$ cat config.mk
export PLATFORM = sky130hd
export DESIGN_NAME = fft_frame_write_ctrl
export DESIGN_NICKNAME = d
export VERILOG_FILES = /design/src/rtl/fft_vis_pkg.sv /design/src/rtl/fft_frame_write_ctrl_sat_counter.sv /design/src/rtl/fft_frame_write_ctrl.sv
export SDC_FILE = /design/constraint.sdc
export NUM_CORES = 1
export LEC_CHECK = 0
export CAP_MARGIN = 10
export CORE_AREA = 3 3 76 150
export CTS_CLUSTER_SIZE = 8
export DETAILED_ROUTE_END_ITERATION = 10
export DIE_AREA = 0 0 79 153
export PLACE_DENSITY_LB_ADDON = 0.3
export SLEW_MARGIN = 40
export SYNTH_ARGS = -nofsm -noshare
export SYNTH_HDL_FRONTEND = slang
export SYNTH_SLANG_ARGS = --single-unit
$ cat constraint.sdc
create_clock -name clk -period 6.09 [get_ports clk]
set_input_delay 0.9135 -clock clk [delete_from_list [all_inputs] [get_ports clk]]
set_output_delay 0.9135 -clock clk [all_outputs]
set_load 0.02 [all_outputs]
$ cat src/rtl/fft_vis_pkg.sv
// Shared definitions for the FFT-to-visualizer frame write path.
package fft_vis_pkg;

   localparam int N_BINS = 512;
   localparam int ADDR_W = 9;
   localparam int MAG_W  = 24;
   localparam int CNT_W  = 16;

   // Frame sequencer states
   typedef enum logic [1:0] {
      IDLE    = 2'd0,
      ARMED   = 2'd1,
      CAPTURE = 2'd2,
      READY   = 2'd3
   } fsm_state_t;

endpackage

$ cat src/rtl/fft_frame_write_ctrl_sat_counter.sv
// Saturating event counter: counts inc pulses and sticks at all-ones.
module sat_counter #(
   parameter int CNT_W = fft_vis_pkg::CNT_W
) (
   input  logic             clk,
   input  logic             rst,
   input  logic             inc,
   output logic [CNT_W-1:0] count
);

   logic [CNT_W-1:0] count_reg;

   // Increment on each pulse unless already at the ceiling
   always_ff @(posedge clk or posedge rst) begin
      if (rst) begin
         count_reg <= '0;
      end else if (inc && (count_reg != {CNT_W{1'b1}})) begin
         count_reg <= count_reg + 1'b1;
      end
   end

   assign count = count_reg;

endmodule

$ cat src/rtl/fft_frame_write_ctrl.sv
// Frame write sequencer: forwards complete, in-order FFT frames into the
// back bank of the double-buffered visualizer and swaps banks on vsync.
module fft_frame_write_ctrl #(
   parameter int N_BINS = fft_vis_pkg::N_BINS,
   parameter int ADDR_W = fft_vis_pkg::ADDR_W,
   parameter int MAG_W  = fft_vis_pkg::MAG_W,
   parameter int CNT_W  = fft_vis_pkg::CNT_W
) (
   input  logic              clk,
   input  logic              rst,
   input  logic              i_enable,
   input  logic [3:0]        i_decim,
   input  logic [ADDR_W-1:0] i_fft_addr,
   input  logic [MAG_W-1:0]  i_fft_mag,
   input  logic              i_fft_valid,
   input  logic              i_vsync_tick,
   output logic [ADDR_W-1:0] o_wr_addr,
   output logic [MAG_W-1:0]  o_wr_mag,
   output logic              o_wr_valid,
   output logic              o_wr_bank,
   output logic              o_rd_bank,
   output logic              o_swap,
   output logic              o_seq_err,
   output logic [CNT_W-1:0]  o_drop_cnt,
   output logic [CNT_W-1:0]  o_err_cnt
);

   import fft_vis_pkg::*;

   localparam logic [ADDR_W-1:0] LAST_BIN = ADDR_W'(N_BINS - 1);

   fsm_state_t        state_reg;
   logic [ADDR_W-1:0] expected_reg;
   logic [3:0]        skip_reg;
   logic              rd_bank_reg;
   logic              swap_reg;
   logic              seq_err_reg;
   logic              wr_valid_reg;
   logic [ADDR_W-1:0] wr_addr_reg;
   logic [MAG_W-1:0]  wr_mag_reg;

   logic frame_start;
   logic drop_inc;
   logic err_inc;

   assign frame_start = i_fft_valid && (i_fft_addr == '0);

   // Decode which cycles lose a frame or break the bin sequence
   always_comb begin
      drop_inc = 1'b0;
      err_inc  = 1'b0;
      case (state_reg)
         ARMED: begin
            if (i_enable && frame_start && (skip_reg != 4'd0)) drop_inc = 1'b1;
         end
         CAPTURE: begin
            if (!i_enable) begin
               drop_inc = 1'b1;
            end else if (i_fft_valid && (i_fft_addr != expected_reg)) begin
               drop_inc = 1'b1;
               err_inc  = 1'b1;
            end
         end
         READY: begin
            if (frame_start) drop_inc = 1'b1;
         end
         default: ;
      endcase
   end

   // Frame sequencer with registered write port, swap and error pulses
   always_ff @(posedge clk or posedge rst) begin
      if (rst) begin
         state_reg    <= IDLE;
         expected_reg <= '0;
         skip_reg     <= 4'd0;
         rd_bank_reg  <= 1'b0;
         swap_reg     <= 1'b0;
         seq_err_reg  <= 1'b0;
         wr_valid_reg <= 1'b0;
         wr_addr_reg  <= '0;
         wr_mag_reg   <= '0;
      end else begin
         wr_valid_reg <= 1'b0;
         swap_reg     <= 1'b0;
         seq_err_reg  <= 1'b0;
         case (state_reg)
            IDLE: begin
               if (i_enable) state_reg <= ARMED;
            end
            ARMED: begin
               if (!i_enable) begin
                  state_reg <= IDLE;
               end else if (frame_start) begin
                  if (skip_reg == 4'd0) begin
                     wr_valid_reg <= 1'b1;
                     wr_addr_reg  <= i_fft_addr;
                     wr_mag_reg   <= i_fft_mag;
                     expected_reg <= ADDR_W'(1);
                     state_reg    <= CAPTURE;
                  end else begin
                     skip_reg <= skip_reg - 4'd1;
                  end
               end
            end
            CAPTURE: begin
               if (!i_enable) begin
                  state_reg <= IDLE;
               end else if (i_fft_valid) begin
                  if (i_fft_addr == expected_reg) begin
                     wr_valid_reg <= 1'b1;
                     wr_addr_reg  <= i_fft_addr;
                     wr_mag_reg   <= i_fft_mag;
                     if (expected_reg == LAST_BIN) begin
                        skip_reg  <= i_decim;
                        state_reg <= READY;
                     end else begin
                        expected_reg <= expected_reg + 1'b1;
                     end
                  end else begin
                     seq_err_reg <= 1'b1;
                     // A fresh bin 0 restarts the frame rather than waiting for the next one
                     if ((i_fft_addr == '0) && (skip_reg == 4'd0)) begin
                        wr_valid_reg <= 1'b1;
                        wr_addr_reg  <= i_fft_addr;
                        wr_mag_reg   <= i_fft_mag;
                        expected_reg <= ADDR_W'(1);
                     end else begin
                        state_reg <= ARMED;
                     end
                  end
               end
            end
            READY: begin
               // Completed frame stays pending until vsync, even if capture is disabled
               if (i_vsync_tick) begin
                  rd_bank_reg <= ~rd_bank_reg;
                  swap_reg    <= 1'b1;
                  state_reg   <= i_enable ? ARMED : IDLE;
               end
            end
            default: state_reg <= IDLE;
         endcase
      end
   end

   sat_counter #(.CNT_W(CNT_W)) u_drop_cnt (
      .clk   (clk),
      .rst   (rst),
      .inc   (drop_inc),
      .count (o_drop_cnt)
   );

   sat_counter #(.CNT_W(CNT_W)) u_err_cnt (
      .clk   (clk),
      .rst   (rst),
      .inc   (err_inc),
      .count (o_err_cnt)
   );

   assign o_wr_valid = wr_valid_reg;
   assign o_wr_addr  = wr_addr_reg;
   assign o_wr_mag   = wr_mag_reg;
   assign o_rd_bank  = rd_bank_reg;
   assign o_wr_bank  = ~rd_bank_reg;
   assign o_swap     = swap_reg;
   assign o_seq_err  = seq_err_reg;

endmodule
==> results of run 1 <==
==> worst min path at each step <==
stage                                                 from                               end  slack [ns]  cells past startpoint
after CTS                 u_drop_cnt.count[15]$_DFFE_PP0P_  u_drop_cnt.count[15]$_DFFE_PP0P_        0.49                      1
after detailed placement  u_drop_cnt.count[15]$_DFFE_PP0P_  u_drop_cnt.count[15]$_DFFE_PP0P_        0.48                      1
after global placement     u_drop_cnt.count[6]$_DFFE_PP0P_   u_drop_cnt.count[6]$_DFFE_PP0P_        0.48                      1
after floorplan                expected_reg[8]$_DFFE_PP0P_       expected_reg[8]$_DFFE_PP0P_        0.52                      1
final                     u_drop_cnt.count[15]$_DFFE_PP0P_  u_drop_cnt.count[15]$_DFFE_PP0P_        0.49                      1
after global routing       u_drop_cnt.count[6]$_DFFE_PP0P_   u_drop_cnt.count[6]$_DFFE_PP0P_        0.52                      1
==> cells in the final DEF, fill, tap and decap left out, types with 3 or more instances in the layout <==
cell type and count:
nor3b_1 3, and3_1 10, nand4_1 13, and4_1 3, inv_1 13, mux2i_1 3, nand2_1 22, mux2_2 34
a21oi_1 11, clkdlybuf4s50_1 111, nand3_1 19, xor2_1 16, clkbuf_16 9, bufinv_16 3, nor2_1 17, ha_1 9
o22ai_1 4, and2_1 3, nor3_1 12, xnor2_1 24, dfrtp_1 84, a31oi_1 4, o21ai_0 7
==> per-stage QoR <==
step	hold slack (ns)	cells	cell area [µm²]
2_1_floorplan	0.524	362	4100
3_3_place_gp	0.477	603	5350
3_5_place_dp	0.482	603	5350
4_1_cts	0.494	619	5700
5_1_grt	0.521	619	5700
6_report	0.491	619	5700
==> final cells by class <==
cell class              instances  area share, %
flip-flops and latches         84           36.9
well taps                     137           3.01
repair buffers                113           19.8
clock inverters                 7           2.15
clock buffers                   9           3.95
inverters                      14          0.944
multi-input cells             255           33.2
==> per-layer routing <==
layer / part of all wire, % / global-route usage [%]
met1: 37 / 18.3
met2: 55 / 31.4
met3: 4.2 / 2.95
met4: 3.4 / 8.44
met5: 0 / 0
==> kinds of logic after synthesis <==
| group | count (synthesis) | share of synthesized area (%) |
|---|---|---|
| DFF | 84 | 51.3 |
| adders and majority gates | 9 | 2.75 |
| buffers and inverters | 23 | 2.59 |
| AOI/OAI and AO/OA | 47 | 8.21 |
| muxes | 37 | 10.1 |
| and+or+nand+nor | 122 | 16.6 |
| xor gates and xnor gates | 40 | 8.54 |
==> synth_stat cells, types with 10 or more instances <==
library cell / n / area share [%]
dfrtp_1: 84 / 51
xor2_1: 16 / 3.4
and3_1: 10 / 1.5
nor2_1: 17 / 1.6
a21oi_1: 11 / 1.3
nand3_1: 19 / 2.3
mux2_2: 34 / 9.3
nor3_1: 12 / 1.5
xnor2_1: 24 / 5.1
nand2_1: 22 / 2.0
nand4_1: 13 / 2.0
inv_1: 14 / 1.3
==> report_power, final <==
group | leakage, nW | switching [mW] | internal [mW] | total, mW
clock | 0.168 | 0.235 | 0.404 | 0.639
sequential | 1.08 | 0.0985 | 0.713 | 0.811
combinational | 1.15 | 0.469 | 0.483 | 0.952
==> worst max-delay path, delay by kind of cell <==
family	cells	cell delay [ns]
and+or+nand+nor	2	0.82
buffers and inverters	1	0.46
xor gates and xnor gates	1	0.20
AOI/OAI and AO/OA	3	0.95
==> results.json, run 1 <==
{
  "synthCells": 362,
  "ys_types": 57,
  "powerDensity_mw_per_mm2": 422,
  "reg2reg_from": "state_reg[0]$_DFFE_PP0P_",
  "rows": 53,
  "cp.arrival_ns": 3.34,
  "yosys_warnings": 0,
  "fin_tns_setup_ns": 0,
  "drt-pass1-iter-count": 5,
  "avgSynthCellArea_um2": 11.3,
  "timing.critical_path.from": "i_fft_addr[4]",
  "final_layout_size_suffix_gt1_share_pct": 14.7,
  "synth.ff_latch_count": 84,
  "skew_ns": 0.00721,
  "die_w_um": 79,
  "grt_overflow": 0,
  "grt_pass1_wl_mm": 16.3,
  "critPathSlowestCell": "o221ai_2",
  "cp-end-kind": "flop",
  "holdCritPathClass": "flop to flop",
  "crit_type": "input pin to flop",
  "fin_ws_ns": 3.02,
  "grtUsageTotal_pct": 17.1,
  "drtAntennaViolNets": 0,
  "remaining_drc_errors": 0,
  "seq_area_mm2": 0.00210,
  "clock_sinks": 84,
  "setup_viol": 0,
  "max_freq_ghz": 0.326,
  "largest_reg_flops": 24,
  "post_drt_wl_per_cell_um": 16.0,
  "synthFlopType": "dfrtp_1",
  "total_power_mw": 2.40,
  "cts_root_buffer": "clkbuf_16",
  "multiInputGateArea_mm2": 0.00189,
  "dp_hpwl_mm": 7.44,
  "core_area_mm2": 0.0105,
  "outcome": "finished clean",
  "reg2reg_to": "expected_reg[4]$_DFFE_PP0P_",
  "maxSlewViolCount": 0,
  "post_cts_buffers": 0,
  "htree_levels": 3,
  "crit_end": "expected_reg[7]$_DFFE_PP0P_",
  "antenna_found_initial": 0,
  "rr_worst_depth": 8,
  "syn_area_mm2": 0.00410,
  "die_y_um": 153,
  "min_period_over_period_pct": 50.3,
  "hold_viol": 0,
  "syn-num-nets": 413,
  "cp_data_required_time_ns": 6.36,
  "holdBufCountCts": 0,
  "tritoncts": "built",
  "antenna_cells": 0,
  "worstSkewPairLatency_ns": 0.34,
  "rsz0062_at_grt": "no",
  "path_clk_slew_ns": 0.07,
  "critical-path-max-stage-delay_ns": 0.60,
  "areaGrowthSynthToFinish_pct": 38.9,
  "drtIter0Drc": 104,
  "grt_max_degree": 85,
  "synthArstFlopShare_pct": 100,
  "pre_cts_ws_ns": 2.66,
  "finalCriticalPeriod_ns": 3.07,
  "power.leakage_nw": 2.39,
  "initial_core_util_pct": 39.1,
  "postLayoutCoreUtil_pct": 54.4,
  "grt_pass1_vias": 3396,
  "layout.nets": 528,
  "fillers": 948,
  "die_area_mm2": 0.0121,
  "worstPathCellList": "clkdlybuf4s50_1 -> xor2_1 -> nor3_1 -> nand4_1 -> o221ai_2 -> o21ai_0 -> a21oi_1",
  "avgViaCountPerCell": 5.22,
  "finalWirelength_mm": 9.91,
  "gp_congestion": 0.879,
  "cts_buffers": 9,
  "cts_resized": 0,
  "seq_area_frac_synth_pct": 51.3,
  "num_vias": 3232,
  "timing.slew.headroom_pct": 49.8,
  "crit_fanout": 15,
  "cts.path.max_buffers": 2,
  "maxCapViolCount": 0,
  "start_kind": "input pin",
  "io_pins": 112,
  "worst_pin_slew_ns": 0.753,
  "portBuffers": 111,
  "ir_worst_vdd_uv": 316,
  "synth_edf_count": 0,
  "rrSetupSlack_ns": 3.44
}
Note: power is estimated with default switching activity, not from simulation.
==> run 2, diff against run 1 <==
Clock period 6.09 ns to 2.55 ns, I/O delays scaled along.
==> results.json, run 2 (synthesized netlist as in run 1, its figures left out) <==
{
  "powerDensity_mw_per_mm2": 950,
  "ir_worst_vdd_uv": 698,
  "finalWirelength_mm": 10.3,
  "dp_hpwl_mm": 7.92,
  "power.leakage_nw": 2.54,
  "reg2reg_to": "expected_reg[4]$_DFFE_PP0P_",
  "worst_pin_slew_ns": 0.546,
  "timing.slew.headroom_pct": 63.6,
  "clkPwrFrac_pct": 23.7,
  "finalCriticalPeriod_ns": 2.40,
  "tritoncts": "built",
  "largest_reg_flops": 24,
  "holdCritPathClass": "input pin to asynchronous set/reset pin",
  "cp-end-kind": "flop",
  "portBuffers": 111,
  "antenna_cells": 0,
  "cts_root_buffer": "clkbuf_16",
  "initial_core_util_pct": 39.1,
  "maxSlewViolCount": 0,
  "drtAntennaViolNets": 0,
  "final_common_cell": "clkdlybuf4s50_1",
  "skew_ns": 0.00502,
  "outcome": "finished clean",
  "cp.arrival_ns": 2.67,
  "worstSkewPairLatency_ns": 0.34,
  "cts.path.max_buffers": 2,
  "rsz0062_at_grt": "yes",
  "drtIter0Drc": 139,
  "num_vias": 3379,
  "die_y_um": 153,
  "rrSetupSlack_ns": 0.15,
  "grt_overflow": 0,
  "clock_sinks": 84,
  "grt_pass1_wl_mm": 17.0,
  "hold_viol": 0,
  "io_pins": 112,
  "gp_congestion": 0.880,
  "die_area_mm2": 0.0121,
  "antenna_found_initial": 0,
  "crit_fanout": 10,
  "reg2reg_from": "expected_reg[2]$_DFFE_PP0P_",
  "path_clk_slew_ns": 0.06,
  "min_period_over_period_pct": 94.2,
  "grtUsageTotal_pct": 17.7,
  "drt-pass1-iter-count": 5,
  "fin_tns_setup_ns": 0,
  "crit_type": "flop to flop",
  "intPower_mw": 3.70,
  "final_layout_size_suffix_gt1_share_pct": 20.6,
  "core_area_mm2": 0.0105,
  "rr_worst_depth": 8,
  "htree_levels": 3,
  "cp_data_required_time_ns": 2.81,
  "p_seq_share_pct": 34.4,
  "areaGrowthSynthToFinish_pct": 45.1,
  "setup_viol": 0,
  "total_power_mw": 5.65,
  "post_drt_wl_per_cell_um": 15.8,
  "rows": 53,
  "avgViaCountPerCell": 5.18,
  "die_w_um": 79,
  "grt_pass1_vias": 3507,
  "layout.nets": 561,
  "post_cts_buffers": 0,
  "max_freq_ghz": 0.416,
  "switching_share_pct": 34.5,
  "maxCapViolCount": 0,
  "final_cell_mix": "111 x clkdlybuf4s50_1, 84 x dfrtp_1, 34 x mux2_2",
  "grt_max_degree": 46,
  "start_kind": "flop",
  "power_switching_mw": 1.95,
  "cts_buffers": 9,
  "hold_slack_ns": 0.408,
  "p_comb_share_pct": 41.9,
  "remaining_drc_errors": 0
}
## run 2: how the worst max path moves through the flow
stage	from	to	cells after the start
floorplan	rst	expected_reg[0]$_DFFE_PP0P_	1
global placement	i_fft_addr[4]	expected_reg[4]$_DFFE_PP0P_	7
detailed placement	i_fft_addr[2]	expected_reg[4]$_DFFE_PP0P_	8
CTS	expected_reg[2]$_DFFE_PP0P_	skip_reg[2]$_DFFE_PP0P_	10
global route	skip_reg[0]$_DFFE_PP0P_	expected_reg[4]$_DFFE_PP0P_	9
finish	expected_reg[2]$_DFFE_PP0P_	expected_reg[4]$_DFFE_PP0P_	8
## run 2: worst max-delay path, stage by stage, from the launching register on
cell and delay, ns:
dfrtp_1 0.44, and3_1 0.23, and3_1 0.20, and3_1 0.19, ha_1 0.23, nand4_1 0.18
o221ai_4 0.20, or4_1 0.50, a21oi_1 0.17
## run 2: timing repair
item                                   4_1_cts  5_1_grt
endpoints found under the hold margin        0        0
gates resized for setup                      0        3
hold buffers                                 0        0
setup endpoints to repair                    0        6
## run 2: cell type report
class / count / area [µm²]
Fill cell: 959 / 4530
Sequential cell: 84 / 2100
Multi-Input combinational cell: 255 / 1920
Timing Repair Buffer: 146 / 1400
Clock buffer: 9 / 225
Tap cell: 137 / 171
Clock inverter: 7 / 82.6
Inverter: 14 / 53.8
## run 2: routing by layer
metal	routed length (µm)	GRT usage [%]	vias to the layer above	share of wire, %
met3	433	3.36	20	4.2
met2	5790	32.5	96	56
met5	0	0	-	0
li1	-	-	1598	-
met4	352	9.18	0	3.4
met1	3710	18.6	1665	36
## run 2: power groups by stage
stage / sequential (mW) / clock [mW] / combinational, mW
floorplan: 2.32 / 0 / 0.971
global placement: 1.94 / 0 / 2.32
detailed placement: 1.96 / 0 / 2.38
CTS: 1.94 / 1.38 / 2.39
global route: 2.00 / 1.44 / 2.54
finish: 1.94 / 1.34 / 2.37
## run 2: through the flow
stage / std cells / cell area (µm²) / utilization [%] / setup WS [ns]
3_3_place_gp: 636 / 5620 / 53.6 / -0.0591
3_5_place_dp: 636 / 5620 / 53.6 / -0.124
4_1_cts: 652 / 5930 / 56.6 / 0.128
5_1_grt: 652 / 5950 / 56.8 / -0.0288
6_report: 652 / 5950 / 56.8 / 0.147
2_1_floorplan: 362 / 4100 / - / 0.00236
==> run 3, diff against run 2 <==
Settings changed: CORE_AREA 3 3 76 150 to 3 3 77 152, DIE_AREA 0 0 79 153 to 0 0 80 155, MAX_ROUTING_LAYER from default to met4, SYNTH_HIERARCHICAL from default to 1.
==> results.json, run 3 <==
{
  "worstPathCellList": "clkdlybuf4s50_1 -> nor4_2 -> buf_4 -> nand3_1 -> nor2_1 -> o21ai_0 -> a21oi_2 -> buf_4 -> nand3_2 -> nor4_4 -> nand4_1 -> xnor2_1",
  "maxSlewViolCount": 0,
  "avgSynthCellArea_um2": 11.3,
  "fillers": 912,
  "clock_sinks": 84,
  "initial_core_util_pct": 39.7,
  "cts.path.max_buffers": 2,
  "grtUsageTotal_pct": 18.1,
  "yosys_warnings": 6,
  "tritoncts": "built",
  "place_area_mm2": 0.00575,
  "crit_path_frequent_cell": "buf_4",
  "avgViaCountPerCell": 5.23,
  "final_layout_size_suffix_gt1_share_pct": 23.0,
  "antenna_cells": 0,
  "synthArstFlopShare_pct": 100,
  "cp-end-kind": "flop",
  "reg2reg_from": "state_reg[1]$_DFFE_PP0P_",
  "finalCriticalPeriod_ns": 2.46,
  "rsz0062_at_grt": "yes",
  "crit_fanout": 4,
  "gp_congestion": 0.853,
  "yosys-top-cells-count": "84 x dfrtp_1, 35 x mux2_2, 26 x nor2_1, 26 x xnor2_1, 21 x nand2_1",
  "globalRouteMet2Util_pct": 31.9,
  "grt_pass1_wl_mm": 17.1,
  "rrSetupSlack_ns": 0.13,
  "finalWirelength_mm": 10.8,
  "num_vias": 3513,
  "die_area_mm2": 0.0124,
  "die_w_um": 80,
  "skew_ns": 0.0114,
  "hp-start": "i_fft_addr[7]",
  "timing.slew.headroom_pct": 54.7,
  "crit_type": "input pin to flop",
  "fin_area_mm2": 0.00615,
  "cp_data_required_time_ns": 2.76,
  "syn_area_mm2": 0.00421,
  "core_area_mm2": 0.0106,
  "critPathTopFamily": "simple AND/OR/NAND/NOR gates",
  "max_freq_ghz": 0.406,
  "pre_cts_ws_ns": -0.206,
  "rr_worst_depth": 11,
  "seq_area_frac_synth_pct": 49.9,
  "synthCells": 373,
  "final_common_cell": "clkdlybuf4s50_1",
  "antenna_found_initial": 0,
  "min_period_over_period_pct": 96.5,
  "synth.ff_latch_count": 84,
  "holdCritPathClass": "input pin to flop",
  "rows": 53,
  "setup_viol": 0,
  "synth.most_common_cell": "dfrtp_1",
  "powerDensity_mw_per_mm2": 613,
  "portBuffers": 111,
  "reg2reg_to": "u_drop_cnt/count[15]$_DFFE_PP0P_",
  "critPathSlowestCell": "clkdlybuf4s50_1",
  "fin_tns_setup_ns": 0,
  "dp_cells": 654,
  "grt_util_met3_pct": 3.01,
  "cts_buffers": 9,
  "drtAntennaViolNets": 0,
  "worstHoldEndpoint": "o_wr_addr[7]$_DFFE_PP0P_",
  "syn-num-nets": 425,
  "post_drt_wl_per_cell_um": 16.0,
  "worstSkewPairLatency_ns": 0.34,
  "dp_hpwl_mm": 8.09,
  "maxCapViolCount": 0,
  "start_kind": "input pin",
  "yosys-top-cells-area": "dfrtp_1 50%, mux2_2 9.4%, xnor2_1 5.4%",
  "largest_reg_flops": 24,
  "cp.arrival_ns": 2.68,
  "layoutNonFillerInstCount": 672,
  "multiInputGateArea_mm2": 0.00205,
  "io_pins": 112,
  "path_clk_slew_ns": 0.06,
  "seq_area_mm2": 0.00210,
  "drt-pass1-iter-count": 5,
  "final_cell_mix": "110 x clkdlybuf4s50_1, 84 x dfrtp_1, 39 x buf_4",
  "grt_max_degree": 38,
  "holdBufCountCts": 0,
  "top_usage_layer": "met2",
  "critical-path-max-stage-delay_ns": 0.44,
  "grt_use_met1_pct": 19.2,
  "drtIter0Drc": 179,
  "yosysTopAreaCell": "dfrtp_1",
  "postLayoutCoreUtil_pct": 57.9,
  "areaGrowthSynthToFinish_pct": 46.0,
  "grt_overflow": 0,
  "hold_viol": 0,
  "power.leakage_nw": 2.81,
  "htree_levels": 3,
  "die_y_um": 155,
  "outcome": "finished clean",
  "whs_path_depth": 3,
  "cp_num_buf_inv": 3,
  "worst_pin_slew_ns": 0.678,
  "remaining_drc_errors": 0,
  "fin_ws_ns": 0.0885,
  "layout.nets": 582,
  "grt_pass1_vias": 3641,
  "synth_top_area_share_pct": 49.9,
  "cts_root_buffer": "clkbuf_16",
  "synthFlopType": "dfrtp_1",
  "ys_types": 52,
  "ir_worst_vdd_uv": 458,
  "synth_edf_count": 0
}
-- run 3: kinds of logic (layout without fill, tap and decap cells) --
kind of cell             count (synthesis)  after routing  share of synthesized area, %
AO/OA/AOI/OAI                           51             51                          8.14
XOR/XNOR                                33             33                          6.86
adder cells (fa/ha/maj)                 10             10                          2.97
buffers and inverters                   22            184                          2.67
flip-flops                              84             84                          49.9
multiplexers                            39             39                          10.4
AND/OR/NAND/NOR                        134            134                          19.0
-- run 3: worst max path at each step --
stage,cells after the start,end,slack (ns),startpoint
final,12,u_drop_cnt/count[15]$_DFFE_PP0P_,0.09,i_fft_addr[5]
after global routing,11,u_drop_cnt/count[13]$_DFFE_PP0P_,-0.06,state_reg[1]$_DFFE_PP0P_
after CTS,10,state_reg[0]$_DFFE_PP0P_,0.06,expected_reg[1]$_DFFE_PP0P_
after detailed placement,12,u_drop_cnt/count[15]$_DFFE_PP0P_,-0.21,i_fft_addr[0]
after global placement,11,u_drop_cnt/count[14]$_DFFE_PP0P_,-0.18,i_fft_addr[0]
after floorplan,9,skip_reg[0]$_DFFE_PP0P_,0.06,expected_reg[0]$_DFFE_PP0P_
-- run 3: routing by layer --
layer  wire, µm  share of wire [%]  vias to the layer above
li1           -                  -                     1673
met5          0                  0                        -
met1       4080                 38                     1716
met2       6010                 56                      106
met3        436                4.0                       18
met4        240                2.2                        0
-- run 3: repair_timing --
action | CTS | global route
endpoints found under the setup margin | 3 | 13
buffers inserted | 0 | 1
endpoints found under the hold margin | 0 | 0
resized for setup | 0 | 13
pin swaps | 1 | 5
gates cloned | 0 | 1
-- run 3: power breakdown --
group,total (mW),internal (mW),switching (mW)
clock,1.36,0.785,0.571
sequential,1.54,1.43,0.106
combinational,0.874,0.423,0.451
total,3.77,2.64,1.13
-- run 3: stage by stage --
stage	power, mW	hold WS (ns)
2_1_floorplan	2.04	0.296
3_3_place_gp	2.39	0.470
3_5_place_dp	2.42	0.476
4_1_cts	3.82	0.490
5_1_grt	4.01	0.482
6_report	3.77	0.466
-- run 3: layout make-up --
cell class / instances / share of cell area [%]
well taps: 137 / 2.79
repair buffers: 152 / 23.6
clock inverters: 7 / 1.47
multi-input cells: 267 / 33.3
inverters: 16 / 0.977
flip-flops and latches: 84 / 34.2
clock buffers: 9 / 3.66
-- run 3: tightest hold or removal path: cells and delay by family --
| family | cells | cell delay, ns |
|---|---|---|
| buffers and inverters | 2 | 0.27 |
| multiplexers | 1 | 0.12 |
